$ cat config.mk
export PLATFORM = sky130hd
export DESIGN_NAME = core_dmem_bridge
export DESIGN_NICKNAME = d
export VERILOG_FILES = /design/src/rtl/core_dmem_bridge.sv
export SDC_FILE = /design/constraint.sdc
export NUM_CORES = 1
export LEC_CHECK = 0
export BUFFER_PORTS_ARGS = -buffer_cell sky130_fd_sc_hd__buf_2
export CORE_MARGIN = 4
export CORE_UTILIZATION = 45
export CTS_CLUSTER_SIZE = 30
export DETAILED_ROUTE_END_ITERATION = 10
export HOLD_SLACK_MARGIN = 0.12
export PLACE_DENSITY = 0.73
export SLEW_MARGIN = 0
export SYNTH_ARGS = -nofsm -noshare
export SYNTH_HDL_FRONTEND = slang
export SYNTH_SLANG_ARGS = --single-unit
export TNS_END_PERCENT = 50
$ cat constraint.sdc
create_clock -name clk -period 2.4 [get_ports clk]
set_input_delay 0.36 -clock clk [delete_from_list [all_inputs] [get_ports clk]]
set_output_delay 0.36 -clock clk [all_outputs]
set_load 0.005 [all_outputs]
$ cat src/rtl/core_dmem_bridge.sv
// MEM-stage data port to valid/ready data-memory bus bridge: builds strobes and lane-shifted
// store data, aligns and extends load data, stalls the pipe, flags misalignment and timeouts.
module core_dmem_bridge #(
   parameter int ADDR_WIDTH     = 64,
   parameter int TIMEOUT_CYCLES = 255
) (
   input  logic                  clk,
   input  logic                  rst_n,
   input  logic                  mem_read,
   input  logic                  mem_write,
   input  logic [2:0]            read_type,
   input  logic [1:0]            write_type,
   input  logic [ADDR_WIDTH-1:0] mem_addr,
   input  logic [63:0]           mem_wdata,
   output logic [63:0]           mem_rdata,
   output logic                  mem_stall,
   output logic                  access_err,
   output logic                  bus_req_valid,
   input  logic                  bus_req_ready,
   output logic                  bus_req_we,
   output logic [ADDR_WIDTH-1:0] bus_req_addr,
   output logic [63:0]           bus_req_wdata,
   output logic [7:0]            bus_req_wstrb,
   input  logic                  bus_rsp_valid,
   input  logic [63:0]           bus_rsp_rdata
);

   typedef enum logic [1:0] {S_IDLE, S_REQ, S_WAIT, S_DONE} state_t;

   localparam logic [7:0] TMO_LAST = 8'(TIMEOUT_CYCLES - 1);

   state_t                r_state, w_next;
   logic [ADDR_WIDTH-1:0] r_addr;
   logic                  r_we;
   logic [63:0]           r_wdata;
   logic [7:0]            r_wstrb;
   logic [2:0]            r_rtype;
   logic [2:0]            r_off;
   logic [7:0]            r_cnt;
   logic [63:0]           r_rdata;
   logic                  r_err;

   logic                  w_acc;
   logic [1:0]            w_sz;
   logic [2:0]            w_off;
   logic                  w_mis;
   logic [7:0]            w_mask;
   logic [63:0]           w_sh;
   logic [63:0]           w_ext;
   logic                  w_tmo;

   assign w_acc = mem_read | mem_write;
   assign w_sz  = mem_write ? write_type : read_type[1:0];
   assign w_off = mem_addr[2:0];

   always_comb begin
      w_mis  = 1'b0;
      w_mask = 8'h01;
      case (w_sz)
         2'd0: begin w_mis = 1'b0;         w_mask = 8'h01; end
         2'd1: begin w_mis = w_off[0];     w_mask = 8'h03; end
         2'd2: begin w_mis = |w_off[1:0];  w_mask = 8'h0F; end
         default: begin w_mis = |w_off;    w_mask = 8'hFF; end
      endcase
   end

   // Load data is extracted from the lane captured at request time, not the live address.
   assign w_sh = bus_rsp_rdata >> {r_off, 3'b000};

   always_comb begin
      w_ext = w_sh;
      case (r_rtype)
         3'b000: w_ext = {{56{w_sh[7]}},  w_sh[7:0]};
         3'b001: w_ext = {{48{w_sh[15]}}, w_sh[15:0]};
         3'b010: w_ext = {{32{w_sh[31]}}, w_sh[31:0]};
         3'b100: w_ext = {56'd0, w_sh[7:0]};
         3'b101: w_ext = {48'd0, w_sh[15:0]};
         3'b110: w_ext = {32'd0, w_sh[31:0]};
         default: w_ext = w_sh;
      endcase
   end

   // Last budgeted cycle: valid is withdrawn so a ready here cannot start a transfer we abort.
   assign w_tmo = ((r_state == S_REQ) || (r_state == S_WAIT)) && (r_cnt == TMO_LAST);

   always_comb begin
      w_next = r_state;
      case (r_state)
         S_IDLE:  if (w_acc) w_next = w_mis ? S_DONE : S_REQ;
         S_REQ:   if (w_tmo) w_next = S_DONE;
                  else if (bus_req_ready) w_next = r_we ? S_DONE : S_WAIT;
         S_WAIT:  if (bus_rsp_valid || w_tmo) w_next = S_DONE;
         default: w_next = S_IDLE;
      endcase
   end

   always_ff @(posedge clk or negedge rst_n) begin
      if (!rst_n) begin
         r_state <= S_IDLE;
         r_addr  <= '0;
         r_we    <= 1'b0;
         r_wdata <= '0;
         r_wstrb <= '0;
         r_rtype <= '0;
         r_off   <= '0;
         r_cnt   <= '0;
         r_rdata <= '0;
         r_err   <= 1'b0;
      end else begin
         r_state <= w_next;
         r_err   <= 1'b0;
         case (r_state)
            S_IDLE: if (w_acc) begin
               if (w_mis) begin
                  r_err   <= 1'b1;
                  r_rdata <= '0;
               end else begin
                  r_addr  <= {mem_addr[ADDR_WIDTH-1:3], 3'b000};
                  r_we    <= mem_write;
                  r_wdata <= mem_wdata << {w_off, 3'b000};
                  r_wstrb <= mem_write ? (w_mask << w_off) : 8'h00;
                  r_rtype <= read_type;
                  r_off   <= w_off;
                  r_cnt   <= '0;
               end
            end
            S_REQ: begin
               r_cnt <= r_cnt + 8'd1;
               if (w_tmo) begin
                  r_err   <= 1'b1;
                  r_rdata <= '0;
               end
            end
            S_WAIT: begin
               r_cnt <= r_cnt + 8'd1;
               if (bus_rsp_valid) r_rdata <= w_ext;
               else if (w_tmo) begin
                  r_err   <= 1'b1;
                  r_rdata <= '0;
               end
            end
            default: ;
         endcase
      end
   end

   always_comb begin
      case (r_state)
         S_IDLE:  mem_stall = w_acc;
         S_DONE:  mem_stall = 1'b0;
         default: mem_stall = 1'b1;
      endcase
      mem_stall = mem_stall & rst_n;
   end

   assign bus_req_valid = (r_state == S_REQ) && !w_tmo;
   assign bus_req_we    = r_we;
   assign bus_req_addr  = r_addr;
   assign bus_req_wdata = r_wdata;
   assign bus_req_wstrb = r_wstrb;
   assign mem_rdata     = r_rdata;
   assign access_err    = r_err;

endmodule

## Word level (Yosys, flattened, before mapping)

Cells that the tools add are included.

| word-level totals | value |
|---|---|
| flip-flop bits (word level) | 215 |
| latch bits | 0 |
| bits in writable memories | 0 |
| ROM bits | 0 |
| memories kept | 0 |

| cells by class | value |
|---|---|
| $add $sub $neg | 1 |
| multiply operators | 0 |
| div/mod/pow operators | 0 |
| magnitude comparators | 0 |
| eq/ne operators | 16 |
| shift operators | 3 |
| multiplexer cells | 26 |
| bitwise operators | 3 |
| reduce and logical (&&, ||, !) cells | 17 |

Operators with widths:

| operator | number |
|---|---|
| case mux 64 bit (6 select lines) | 1 |
| 2-to-1 mux 64 bit | 4 |
| case mux 64 bit (3 select lines) | 1 |
| << shifter 64 x 6 -> 64 bit | 1 |
| right shift 64 x 6 -> 64 bit | 1 |
| 2-to-1 mux 8 bit | 3 |
| case mux 8 bit (3 select lines) | 1 |
| case mux 8 bit (2 select lines) | 1 |
| 2-to-1 mux 2 bit | 6 |
| AND reduction 3 bit | 4 |
| equality test 3 bit (second input constant) | 3 |
| adder 8 x 1 -> 8 bit (second input constant) | 1 |
| equality test 8 bit (second input constant) | 1 |
| << shifter 8 x 3 -> 8 bit | 1 |
| equality test 2 bit (second input constant) | 3 |
| inequality test 2 bit (second input constant) | 3 |
| case mux 1 bit (3 select lines) | 2 |
| case mux 2 bit (3 select lines) | 1 |
| 2-to-1 mux 1 bit | 5 |
| equality test 2 x 1 -> 1 bit (second input constant) | 2 |
| logical NOT 2 bit | 2 |
| OR reduction 2 bit | 2 |
| equality test 3 x 1 -> 1 bit (second input constant) | 1 |
| equality test 3 x 2 -> 1 bit (second input constant) | 1 |
| other kinds (13) | 15 |

## Depth between registers and ports, before layout

Gate-level depths: netlist (run 1).

| depth | value |
|---|---|
| depth in word-level cells | 6 |
| mapped depth | 9 |

## Worst setup path before layout (run 1)

No wires, ideal clock.

| path | value |
|---|---|
| kind | input -> register |
| start point | input port mem_write |
| end point | register r_addr[10], in the netlist bus_req_addr[10] |
| setup time | 0.128 ns |
| arrival time | 2.120 ns |
| required time | 2.272 ns |
| setup slack | 0.152 ns |
| stages | 7 |
| path through | buf_2 > mux2i_1 > buf_1 > a22oi_2 > nor2_2 > buf_2 > mux2_1 |

| between the ends | value |
|---|---|
| word-level cells in the longest chain between the ends | 5 |
| elaborated cells on any way between the ends | 8 |

Ends and longest elaborated chain:

| item | line | text |
|---|---|---|
| from (decl) | 10 | `input logic mem_write,` |
| 2-to-1 mux 2 bit | 53 | `assign w_sz = mem_write ? write_type : read_type[1:0];` |
| equality test 2 bit, or another cell as far along | 59 | `case (w_sz)` |
| case mux 1 bit (3 select lines) | 59 |  |
| NOT 1 bit (no source line) | -- |  |
| AND reduction 3 bit (no source line) * | -- |  |
| to (signal assigned) | 118 | `r_addr <= {mem_addr[ADDR_WIDTH-1:3], 3'b000};` |
| to (decl) | 33 | `logic [ADDR_WIDTH-1:0] r_addr;` |

Every way passes the cells marked *; elsewhere a longest branch is shown, timed or not.
A chain may end at the register's enable or synchronous reset.

## Worst setup path after layout (run 1)

| path | value |
|---|---|
| start point | register r_state[1] |
| end point | output port bus_req_valid |

| between the ends | value |
|---|---|
| word-level cells in the longest chain between the ends | 5 |
| elaborated cells on any way between the ends | 6 |

Ends and longest elaborated chain:

| item | line | text |
|---|---|---|
| from (decl) | 32 | `state_t r_state, w_next;` |
| from (signal assigned) | 110 | `r_state <= w_next;` |
| equality test 2 x 1 -> 1 bit / equality test 2 bit (equally long branches) | 84, 156 |  |
| logical OR 1 bit | 84 | `assign w_tmo = ((r_state == S_REQ) \|\| (r_state == S_WAIT)) && (r_cnt == TMO_LAST);` |
| logical AND 1 bit | 84 |  |
| logical NOT 1 bit | 156 | `assign bus_req_valid = (r_state == S_REQ) && !w_tmo;` |
| logical AND 1 bit * | 156 |  |
| to (decl) | 18 | `output logic bus_req_valid,` |

Marked as above.

==> run_results.csv, run 1 <==
group,metric,value,unit
sta,worstMarginPinSlew,0.788,ns
yosys,yosys.cell_types.count,62,
clocking,cts_tree,"yes",
sta,layout_setup_ws,0.0650,ns
layout,fin_util,61.6,%
clocking,cts-root-buf,"clkbuf_16",
sta,tns,0,ns
sta,hold_viol,0,
setup_path,end_kind,"output port",
layout,drive_gt1_share,36.5,%
placed_design,dpl.hpwl,32200,microns
layout,finalNonFillerCells,1968,
sta,finalCritPeriodShare,97.3,%
hold_path,worstHoldPathType,"input pin to flop",
grt,grt_pass1_vias,11700,
placed_design,gp_congestion,0.942,
layout,num-nets-final,1816,
grt,grt_pass1_wl,68800,microns
setup_path,startpoint_type,"flop",
routing,routed_wl,44300,microns
die,io_pins,407,
yosys,ys_seq_area_share,44.0,%
layout,area_delta_synth_final,35.4,%
yosys,synth_top_area_cell,"dfrtp_1",
sta,slew_headroom,47.5,%
grt,use_met2,49.3,%
die,die_area,0.0299,sq mm
power,p_leak,7.92,nW
routing,postRouteAntennaNets,0,
hold_path,holdPathStages,3,
routing,avgRoutedWirePerCell,22.5,microns
layout,fill_cells,2239,
grt,grt_use_met3,6.23,%
clocking,clock_latency,0.53,ns
grt,grt_use_met1,35.7,%
yosys,synth_top_cells_by_count,"dfrtp_1, o21ai_0, nand2_1, mux2_1, mux2i_1",
yosys,ys_seq_elements,215,
sta,max_freq,428,MHz
grt,grt_max_degree,123,
power,peakVddDrop,0.713,mV
power,power,20.3,mW
die,die_h,173,microns
status,status,"finished, final reports clean",
die,coreArea,0.0269,sq mm
yosys,yosysWarnings,0,
yosys,synth_area_leaders,"dfrtp_1, mux2_1, mux2i_1, mux4_2, o21ai_0",
sta,slew_violations,0,
sta,clock_skew,0.0128,ns
job,max-cap-violations,0,
grt,grt_most_used_layer,"met2",
placed_design,portBuffers,403,
sta,setup_viol,0,
placed_design,pre_cts_slack,0.0161,ns
die,row_count,60,
yosys,syn_area,0.0122,sq mm
grt,gr-usage-all-layers,28.5,%
layout,design_area,0.0166,sq mm
yosys,synth_cells,1146,
setup_path,r2r_cells,6,
clocking,clk_pin_slew,0.06,ns
yosys,synth_area_per_cell,10.7,sq um
die,die_w,173,microns
setup_path,worstPathRequired,2.04,ns
power,powerDensity,1230,mW/mm^2
routing,dr.pass1.iters,5,
sta,fin_crit,2.33,ns
clocking,clkSinkCount,215,
routing,via_per_inst,5.91,
routing,drc,0,
yosys,synth.most_common_cell,"dfrtp_1",
setup_path,critPathMaxFanout,4,
grt,antenna_found_initial,4,
grt,grt_overflow_total,0,
clocking,htree_num_levels,1,
setup_path,critPathArrivalTime,1.97,ns
placed_design,dp.cells,1847,
placed_design,place_area,0.0149,sq mm
yosys,yosysTopAreaCellShare,44.0,%
yosys,async_flop_share,100,%
sta,holdWs,0.140,ns
clocking,cts_made_buffers,26,
clocking,clockBufferDepth,3,
routing,num_vias,11600,
yosys,synth_edf_count,0,
routing,initialDrtViolationCount,1104,
setup_path,worstSetupPathType,"flop to output port",
die,initial_core_util,45.5,%
yosys,ys.flop_type,"dfrtp_1",
[layout make-up]
cell class | instances | area (sq um) | share of cell area (%)
clock buffer | 34 | 721 | 4.35
tap | 341 | 427 | 2.58
antenna | 1 | 2.50 | 0.0151
inverter | 13 | 48.8 | 0.295
multi-input combinational | 813 | 6380 | 38.5
sequential | 215 | 5390 | 32.5
timing repair buffer | 538 | 3380 | 20.4
clock inverter | 13 | 210 | 1.27
[report_power, final]
part / total, mW / internal, mW / switching, mW
sequential: 6.26 / 5.21 / 1.05
combinational: 9.78 / 4.50 / 5.27
clock: 4.27 / 2.66 / 1.61
total: 20.3 / 12.4 / 7.93
[repair_timing]
item | in CTS | in global routing
resized for setup | 2 | 5
hold buffers | 70 | 0
pin swaps | 0 | 0
buffers inserted | 0 | 3
endpoints found under the hold margin | 284 | 0
endpoints found under the setup margin | 1 | 30
[worst max-delay path, stage by stage, from the launching register on]
cell	delay (ns)
dfrtp_1	0.43
inv_1	0.11
ha_4	0.27
and3_1	0.18
nand3_2	0.14
and2_4	0.20
buf_2	0.12
[layout by cell type, fill, tap and decap left out, types with 29 or more instances in the layout]
master	count
a21oi_1	39
a22o_1	29
a32o_1	34
buf_2	402
buf_4	51
dfrtp_1	213
dlygate4sd3_1	70
mux2_1	88
mux2_2	31
mux2i_1	82
mux4_2	30
nand2_1	104
nor2_1	63
o21ai_0	114
o31ai_1	30
[logic make-up after synthesis]
family	count (synthesis)	synth area share [%]
xor+xnor	3	0.215
other cells	1	0.0307
buf+inv	120	4.30
flops	215	44.0
simple gates	232	8.31
mux	233	23.4
fa+ha+maj	6	0.614
compound gates	336	19.1
[final timing paths]
check                      slack (ns)                          start                       endpoint
max in group asynchronous        1.22                          rst_n           r_off[0]$_DFFE_PN0P_
setup reg to reg                 0.14           r_off[0]$_DFFE_PN0P_      mem_rdata[56]$_DFFE_PN0P_
hold reg to reg                  0.48  bus_req_wdata[59]$_DFFE_PN0P_  bus_req_wdata[59]$_DFFE_PN0P_
setup / recovery                 0.07         r_state[1]$_DFFE_PN0P_                  bus_req_valid
hold / removal                   0.14                   mem_wdata[0]   bus_req_wdata[0]$_DFFE_PN0P_
min in group asynchronous        0.49                          rst_n      mem_rdata[21]$_DFFE_PN0P_
[routing by layer]
metal  vias to the layer above  share of wire [%]  wire (microns)
met3                        92                8.3            3660
met5                         -              0.090              40
met4                         6                3.7            1620
met2                       606                 50           21900
met1                      5680                 38           17000
li1                       5240                  -               -
[registers in the layout, summed over array words and instances (netlist names)]
| register | flops |
|---|---|
| r_off | 3 |
| bus_req_we | 1 |
| r_state | 2 |
| r_cnt | 8 |
| access_err | 1 |
| bus_req_wdata | 64 |
| bus_req_wstrb | 8 |
| mem_rdata | 64 |
| bus_req_addr | 61 |
| r_rtype | 3 |
(Power assumes the default switching activity.)
==> run 2, diff against run 1 <==
--- a/config.mk
+++ b/config.mk
@@ -11,6 +11,7 @@
 export CTS_CLUSTER_SIZE = 30
 export DETAILED_ROUTE_END_ITERATION = 10
 export HOLD_SLACK_MARGIN = 0.12
+export MAX_ROUTING_LAYER = met4
 export PLACE_DENSITY = 0.73
 export SLEW_MARGIN = 0
 export SYNTH_ARGS = -nofsm -noshare
==> constraint.sdc (replaced) <==
create_clock -name clk -period 2.4 [get_ports clk]
set_input_delay 0.36 -clock clk [delete_from_list [all_inputs] [get_ports clk]]
set_output_delay 0.36 -clock clk [all_outputs]
set_load 0.02 [all_outputs]
==> run_results.csv, run 2 (synthesized netlist as in run 1, its figures left out) <==
group,metric,value,unit
routing,initialDrtViolationCount,1252,
die,coreArea,0.0269,sq mm
layout,design_area,0.0167,sq mm
setup_path,crit_path_max_incr_delay,0.40,ns
placed_design,dpl.hpwl,32600,microns
setup_path,end_kind,"output port",
sta,slew_headroom,40.7,%
clocking,clock_latency,0.53,ns
sta,finalCritPeriodShare,97.7,%
routing,num_vias,11900,
layout,area_delta_synth_final,36.6,%
setup_path,critPathMaxFanout,6,
placed_design,place_area,0.0150,sq mm
placed_design,pre_cts_slack,-0.00406,ns
layout,drive_gt1_share,37.0,%
setup_path,worstSetupPathType,"flop to output port",
setup_path,worstPathCellList,"inv_1 > ha_1 > inv_1 > nand2_1 > and3_1 > buf_2",
clocking,clkSinkCount,215,
grt,grt_pass1_wl,69500,microns
die,initial_core_util,45.5,%
hold_path,worstHoldPathType,"input pin to flop",
setup_path,critPathArrivalTime,1.98,ns
sta,fin_crit,2.34,ns
clocking,clockBufferDepth,3,
clocking,cts_made_buffers,26,
clocking,htree_num_levels,1,
power,p_leak,7.99,nW
setup_path,slowest_stage,"dfrtp_1",
grt,gr-usage-all-layers,29.9,%
routing,postRouteAntennaNets,0,
power,powerDensity,1340,mW/mm^2
routing,routed_wl,46100,microns
sta,hold_viol,0,
setup_path,startpoint,"r_state[0]$_DFFE_PN0P_",
sta,slew_violations,0,
setup_path,rr_endpoint,"mem_rdata[62]$_DFFE_PN0P_",
sta,tns,0,ns
setup_path,startpoint_type,"flop",
die,die_area,0.0299,sq mm
die,io_pins,407,
hold_path,holdPathStages,3,
grt,antenna_found_initial,1,
placed_design,portBuffers,403,
job,max-cap-violations,0,
layout,final_common_cell,"buf_2",
die,row_count,60,
layout,final_cell_mix,"buf_2, dfrtp_1, o21ai_0",
setup_path,r2r_cells,6,
die,die_w,173,microns
layout,num-nets-final,1825,
routing,dr.pass1.iters,7,
grt,grt_pass1_vias,12000,
power,peakVddDrop,0.732,mV
routing,avgRoutedWirePerCell,23.3,microns
setup_path,worstPathRequired,2.04,ns
clocking,clk_pin_slew,0.06,ns
grt,grt_overflow_total,0,
clocking,cts-root-buf,"clkbuf_16",
sta,layout_setup_ws,0.0554,ns
sta,clock_skew,0.0137,ns
sta,max_freq,427,MHz
sta,rsz0062_at_grt,"true",
sta,setup_viol,0,
placed_design,gp_congestion,0.968,
status,status,"finished, final reports clean",
setup_path,crit_end,"mem_stall",
sta,worstMarginPinSlew,0.889,ns
routing,drc,0,
setup_path,r2r_start,"r_off[0]$_DFFE_PN0P_",
power,power,22.3,mW
setup_path,r2r_slack,0.06,ns
sta,holdWs,0.133,ns
clocking,cts_tree,"yes",
routing,via_per_inst,6.02,
grt,grt_max_degree,145,
setup_path,crit_top_cell,"inv_1",
die,die_h,173,microns
## run 2: worst min path at each step
stage	from	end	slack (ns)
after floorplan	rst_n	access_err$_DFF_PN0_	0.06
after global placement	rst_n	r_off[0]$_DFFE_PN0P_	0.45
after detailed placement	rst_n	mem_rdata[7]$_DFFE_PN0P_	0.45
after CTS	mem_wdata[2]	bus_req_wdata[2]$_DFFE_PN0P_	0.12
after global routing	mem_wdata[2]	bus_req_wdata[2]$_DFFE_PN0P_	0.14
final	mem_wdata[2]	bus_req_wdata[2]$_DFFE_PN0P_	0.13
## run 2: layer usage
metal	global-route usage, %	routed length (microns)	share of wire [%]	up-vias
met2	48.8	22400	49	691
li1	-	-	-	5260
met4	12.6	2250	4.9	0
met1	36.8	17800	39	5823
met3	5.47	3660	7.9	128
met5	-	0	0	-
## run 2: area by class of cell
type | instances | area, sq um
antenna | 2 | 5.00
clock buffer | 37 | 763
clock inverter | 10 | 138
fill | 2179 | 10200
inverter | 13 | 50.0
multi-input combinational | 813 | 6380
sequential | 215 | 5390
tap | 341 | 427
timing repair buffer | 547 | 3550
## run 2: report_power, final
| part | switching [mW] | internal, mW | total, mW | leakage, nW |
|---|---|---|---|---|
| Combinational | 7.19 | 4.74 | 11.9 | 4.79 |
| Sequential | 1.05 | 5.21 | 6.26 | 2.76 |
| Clock | 1.61 | 2.54 | 4.15 | 0.443 |
## run 2: timing repair
action                                 4_1_cts  5_1_grt
endpoints found under the hold margin      281        0
resized for setup                            1        6
cloned                                       0        4
setup endpoints to repair                    9       49
setup buffers                                0        3
hold buffers                                67        0
pin swaps                                    0        1
## run 2: stage by stage
stage,utilization (%),cells
3_3_place_gp,55.7,1855
2_1_floorplan,-,1148
3_5_place_dp,55.7,1855
6_report,62.1,1978
5_1_grt,62.1,1977
4_1_cts,61.6,1969
## run 2: worst max-delay path, delay by kind of cell, from the launching register on
kind                     cells  cell delay [ns]
AND/OR/NAND/NOR              2             0.29
buffers and inverters        3             0.47
flip-flops                   1             0.40
adder cells (fa/ha/maj)      1             0.29
